<file path="src/rtl/shift_pkg.sv">
// Shared types and constants for the universal shift register.
// Holds the operation encodings, the operation and controller-state enums, and a
// helper that says which operations may be repeated as a counted burst.
package shift_pkg;

  // Operation encodings as presented on the 3-bit mode input; 6 and 7 are reserved.
  localparam logic [2:0] ModeEncHold = 3'd0;
  localparam logic [2:0] ModeEncShl  = 3'd1;
  localparam logic [2:0] ModeEncShr  = 3'd2;
  localparam logic [2:0] ModeEncLoad = 3'd3;
  localparam logic [2:0] ModeEncRotl = 3'd4;
  localparam logic [2:0] ModeEncRotr = 3'd5;

  typedef enum logic [2:0] {
    ModeHold = ModeEncHold,
    ModeShl  = ModeEncShl,
    ModeShr  = ModeEncShr,
    ModeLoad = ModeEncLoad,
    ModeRotl = ModeEncRotl,
    ModeRotr = ModeEncRotr
  } mode_t;

  typedef enum logic {
    StIdle,
    StBurst
  } state_t;

  // Only shifts and rotates can be repeated; HOLD, LOAD and reserved codes cannot.
  function automatic logic is_burst_mode(input logic [2:0] m);
    return (m == ModeEncShl) || (m == ModeEncShr) ||
           (m == ModeEncRotl) || (m == ModeEncRotr);
  endfunction

endpackage

</file>
<file path="src/rtl/shift_op_unit.sv">
// Combinational next-value generator for the universal shift register.
// Shared by the direct (single operation) and burst paths.
// Ports:
//   cur       current register value
//   op        operation code (reserved codes behave as HOLD)
//   ser_in_l  serial bit entering at the MSB on SHR
//   ser_in_r  serial bit entering at the LSB on SHL
//   load_data parallel load value
//   nxt       value the register takes if this operation is applied
module shift_op_unit
  import shift_pkg::*;
#(
  parameter int unsigned WIDTH = 8
) (
  input  logic [WIDTH-1:0] cur,
  input  logic [2:0]       op,
  input  logic             ser_in_l,
  input  logic             ser_in_r,
  input  logic [WIDTH-1:0] load_data,
  output logic [WIDTH-1:0] nxt
);

  always_comb begin
    nxt = cur;
    case (op)
      ModeEncShl:  nxt = {cur[WIDTH-2:0], ser_in_r};
      ModeEncShr:  nxt = {ser_in_l, cur[WIDTH-1:1]};
      ModeEncLoad: nxt = load_data;
      ModeEncRotl: nxt = {cur[WIDTH-2:0], cur[WIDTH-1]};
      ModeEncRotr: nxt = {cur[0], cur[WIDTH-1:1]};
      default:     nxt = cur;
    endcase
  end

endmodule

</file>
<file path="src/rtl/shift_reg_univ.sv">
// Universal shift register: hold, parallel load, logical shift and rotate in both
// directions, plus a counted burst that repeats one shift/rotate N times with a
// registered busy flag and a one-cycle done pulse.
// Ports:
//   clk, reset      clock and synchronous active-high reset
//   mode            operation select (0 HOLD,1 SHL,2 SHR,3 LOAD,4 ROTL,5 ROTR)
//   en              enables the direct operation while idle
//   load_data       parallel load value
//   ser_in_l        serial input at the MSB (SHR)
//   ser_in_r        serial input at the LSB (SHL)
//   start           request a burst of shift_cnt operations of the current mode
//   shift_cnt       burst length N
//   q               register contents
//   ser_out_l       q MSB
//   ser_out_r       q LSB
//   busy            burst in progress
//   done            one-cycle pulse after the final burst operation
module shift_reg_univ
  import shift_pkg::*;
#(
  parameter int unsigned WIDTH = 8,
  parameter int unsigned CNT_W = 4
) (
  input  logic             clk,
  input  logic             reset,
  input  logic [2:0]       mode,
  input  logic             en,
  input  logic [WIDTH-1:0] load_data,
  input  logic             ser_in_l,
  input  logic             ser_in_r,
  input  logic             start,
  input  logic [CNT_W-1:0] shift_cnt,
  output logic [WIDTH-1:0] q,
  output logic             ser_out_l,
  output logic             ser_out_r,
  output logic             busy,
  output logic             done
);

  state_t           state_q, state_d;
  mode_t            mode_q, mode_d;
  logic [CNT_W-1:0] rem_q, rem_d;
  logic [WIDTH-1:0] q_q, q_d;
  logic             busy_q, busy_d;
  logic             done_q, done_d;

  logic [2:0]       op_sel;
  logic [WIDTH-1:0] op_next;

  // During a burst the captured mode drives the datapath; the live mode is ignored.
  assign op_sel = (state_q == StBurst) ? mode_q : mode;

  shift_op_unit #(
    .WIDTH (WIDTH)
  ) u_op (
    .cur       (q_q),
    .op        (op_sel),
    .ser_in_l  (ser_in_l),
    .ser_in_r  (ser_in_r),
    .load_data (load_data),
    .nxt       (op_next)
  );

  always_comb begin
    state_d = state_q;
    mode_d  = mode_q;
    rem_d   = rem_q;
    q_d     = q_q;
    busy_d  = 1'b0;
    done_d  = 1'b0;
    case (state_q)
      StIdle: begin
        if (start && is_burst_mode(mode)) begin
          mode_d = mode_t'(mode);
          if (shift_cnt == '0) begin
            // Empty burst: no operation, but still acknowledge with done.
            done_d = 1'b1;
          end else begin
            q_d   = op_next;
            rem_d = shift_cnt - CNT_W'(1);
            if (shift_cnt == CNT_W'(1)) begin
              done_d = 1'b1;
            end else begin
              state_d = StBurst;
              busy_d  = 1'b1;
            end
          end
        end else if (en) begin
          q_d = op_next;
        end
      end
      StBurst: begin
        q_d   = op_next;
        rem_d = rem_q - CNT_W'(1);
        if (rem_q == CNT_W'(1)) begin
          state_d = StIdle;
          done_d  = 1'b1;
        end else begin
          busy_d = 1'b1;
        end
      end
      default: state_d = StIdle;
    endcase
  end

  always_ff @(posedge clk) begin
    if (reset) begin
      state_q <= StIdle;
      mode_q  <= ModeHold;
      rem_q   <= '0;
      q_q     <= '0;
      busy_q  <= 1'b0;
      done_q  <= 1'b0;
    end else begin
      state_q <= state_d;
      mode_q  <= mode_d;
      rem_q   <= rem_d;
      q_q     <= q_d;
      busy_q  <= busy_d;
      done_q  <= done_d;
    end
  end

  assign q         = q_q;
  assign ser_out_l = q_q[WIDTH-1];
  assign ser_out_r = q_q[0];
  assign busy      = busy_q;
  assign done      = done_q;

endmodule

</file>
<file path="config.mk">
export PLATFORM = sky130hd
export DESIGN_NAME = shift_reg_univ
export DESIGN_NICKNAME = d
export VERILOG_FILES = /design/src/rtl/shift_pkg.sv /design/src/rtl/shift_op_unit.sv /design/src/rtl/shift_reg_univ.sv
export SDC_FILE = /design/constraint.sdc
export NUM_CORES = 1
export LEC_CHECK = 0
export ABC_AREA = 1
export CORE_MARGIN = 2
export CORE_UTILIZATION = 52
export DETAILED_ROUTE_END_ITERATION = 12
export GPL_TIMING_DRIVEN = 0
export PLACE_DENSITY = 0.85
export RECOVER_POWER = 25
export SKIP_LAST_GASP = 1
export SYNTH_ARGS = -nofsm -noshare
export SYNTH_HDL_FRONTEND = slang
export SYNTH_SLANG_ARGS = --single-unit
</file>
<file path="constraint.sdc">
create_clock -name clk -period 3.7 [get_ports clk]
set_input_delay 0.37 -clock clk [delete_from_list [all_inputs] [get_ports clk]]
set_output_delay 0.37 -clock clk [all_outputs]
set_load 0.02 [all_outputs]
</file>
==> qor.txt <==
status -> completed
Critical Path Sink Type -> flip-flop
vias in the first global route -> 1052
commonest cells after routing, fill and taps aside -> nand2_1, nor2_1, inv_1
Layout Nets -> 271
fraction of synthesized cell area in xor and xnor cells -> 0.0139
DP Area -> 0.00162 mm^2
dpl ws -> 1.67 ns
area of the die -> 0.00284 mm^2
Routability Congestion -> 0.800
fin. max-slew vios -> 0
Tcrit/Tclk final -> 0.500
accumulated negative setup slack -> 0 ns
CTS sink count -> 17
data required time of the worst path -> 3.90 ns
final hold violations -> 0
Max Buffers Root-to-Sink -> 2
WL final -> 2720 um
number of post-CTS setup repair buffers -> 0
R2R setup slack -> 2.19 ns
Register-to-Register Path Depth -> 10
Synth Area in Compound Gates -> 0.0754
post-synthesis cell count -> 208
DP Wirelength -> 2080 um
Startpoint Class -> primary input
RSZ-0062 raised after global routing -> no
launch point of the worst reg-to-reg path -> busy$_SDFF_PP0_
Rows -> 17
fin crit period -> 1.85 ns
CP max stage cell -> dlygate4sd3_1
Global Route Usage Sum -> 0.217
clk_skew -> 0.00849 ns
#FFs+latches synth -> 17
CP arrival -> 2.05 ns
largest fanout on the critical path -> 10
DR vias -> 1290
final worst slack -> 1.85 ns
GR Overflow Total -> 0
synth warn -> 0
WS Path Type -> primary input to flip-flop
MaxCap Viol Count -> 0
Fill cells -> 207
Max Clock Freq -> 540 MHz
global-route wire length before repair -> 4530 um
clock tree from TritonCTS -> done
Reg-to-Reg End -> q[3]$_SDFFE_PP0P_
CTS root buf -> clkbuf_4
CP Launch Point -> shift_cnt[0]
post-synthesis mux area share -> 0.00794
initial antenna violation count -> 0
Sequential Area -> 340 um^2
Yosys cell types -> 21
worst min-delay path class -> flip-flop to flip-flop
H-tree depth -> 1
Post-Syn Area -> 0.00126 mm^2
# IOs -> 33
via/cell ratio -> 4.74
die width -> 53.3 um
antenna diode count -> 0
Num CTS Buffers -> 3
final core occ -> 0.729
CP Cell Sequence -> dlygate4sd3_1 -> inv_1 -> ha_1 -> inv_1 -> nor2_1 -> nand4_1 -> nand3_4 -> buf_6 -> nand2_1 -> nand2_1 -> nor2_1
CTS hold repair buffers -> 0
Slew @ Worst Pin -> 0.446 ns
VDD IR-drop max -> 255 uV
Net Count, Synth -> 234
Worst path max stage delay -> 0.57 ns
clk slew on worst S/H paths -> 0.10 ns
post-synthesis simple-gate area fraction -> 0.449
Starting DRT DRC Count -> 27
IO Port Bufs -> 32
largest net degree at the start of global routing -> 11
Synth Area in Adders -> 0.0496
Initial Util -> 0.559
WHS Path Cells -> 2
Pwr Density -> 354 mW/mm^2
Initial DRT Pass Iterations -> 4
Core Region -> 0.00225 mm^2
post-DR wirelength/cell -> 10.0 um
Slew HR -> 0.702
P_leak -> 0.813 nW
area grow syn2layout -> 30.4%
register area share after synthesis -> 0.270
commonest non-fill, non-tap cell in the layout -> nand2_1
Avg Inst Size Synth -> 6.06 um^2
Worst Setup EP -> q[6]$_SDFFE_PP0P_
Post-DRT Antenna Nets -> 0
Design Area, Final -> 0.00164 mm^2
share of layout cells above drive strength 1 -> 0.0861
main combinational cell family by area after synthesis -> simple AND/OR/NAND/NOR gates
drc violations -> 0
clock latency on the worst-skew pair -> 0.30 ns
Die Ht -> 53.3 um
area of the multi-input gates -> 752 um^2
# setup viols final -> 0
overall power -> 0.581 mW
post-cts gate resize count -> 0
flip-flops by register name, summed over array words and instances, names as in the netlist:
| name | count |
|---|---|
| done | 1 |
| busy | 1 |
| mode_q | 3 |
| q | 8 |
| rem_q | 4 |
routing by layer:
metal  track usage  vias to the layer above  share of wire
li1              -                      710              -
met1         0.325                      550           0.54
met2         0.313                       26           0.41
met3        0.0169                        4          0.034
met4        0.0897                        0          0.017
met5             0                        -              0
area by class of cell:
cell class,count,share of cell area
plain buffers,6,0.0342
well taps,28,0.0213
repair buffers,32,0.195
inverters,30,0.0685
flip-flops and latches,17,0.207
clock inverters,1,0.00304
clock buffers,3,0.0137
multi-input cells,155,0.457
through the flow:
step	hold WS [ns]	std cells
final	0.471	272
after global routing	0.493	272
after floorplan	0.439	208
after global placement	0.456	268
after detailed placement	0.455	268
after CTS	0.471	272
critical path, delay by kind of cell:
family / cells / cell delay [ns]
fa+ha+maj: 1 / 0.17
simple gates: 6 / 0.65
buf+inv: 4 / 0.87
power by group:
| part | internal [mW] | switching [mW] | total (mW) |
|---|---|---|---|
| sequential | 0.206 | 0.0207 | 0.227 |
| combinational | 0.112 | 0.137 | 0.249 |
| clock | 0.0403 | 0.0650 | 0.105 |
synthesized netlist by cell type:
cell       n  area (um^2)
nand2_1   69          259
nor2_1    32          120
inv_1     29          109
dfxtp_1   17          340
nand3_1   15         75.1
a21oi_1    8         40.0
o21ai_0    8         40.0
ha_1       5         62.6
nand2_2    5         31.3
nand2_4    4         45.0
buf_6      3         33.8
a211oi_1   2         15.0
buf_4      2         15.0
nand4_1    2         12.5
and3_1     1         6.26
clkbuf_4   1         7.51
inv_2      1         3.75
mux2i_1    1         10.0
nand3_4    1         17.5
xnor2_1    1         8.76
xor2_1     1         8.76
cell families (layout without fill, tap and decap cells):
kind of cell | count (synthesis) | count (layout)
mux | 1 | 1
fa+ha+maj | 5 | 5
compound gates | 18 | 18
flops | 17 | 17
xor+xnor | 2 | 2
simple gates | 129 | 129
buf+inv | 36 | 72
how the worst min path moves through the flow:
stage                          start               endpoint
3_5_place_dp   rem_q[3]$_SDFFE_PP0P_  rem_q[3]$_SDFFE_PP0P_
3_3_place_gp   rem_q[3]$_SDFFE_PP0P_  rem_q[3]$_SDFFE_PP0P_
6_report       rem_q[3]$_SDFFE_PP0P_  rem_q[3]$_SDFFE_PP0P_
5_1_grt        rem_q[3]$_SDFFE_PP0P_  rem_q[3]$_SDFFE_PP0P_
2_1_floorplan                  reset        done$_SDFF_PP0_
4_1_cts        rem_q[3]$_SDFFE_PP0P_  rem_q[3]$_SDFFE_PP0P_
No activity file was read; power rests on OpenSTA's default activity.
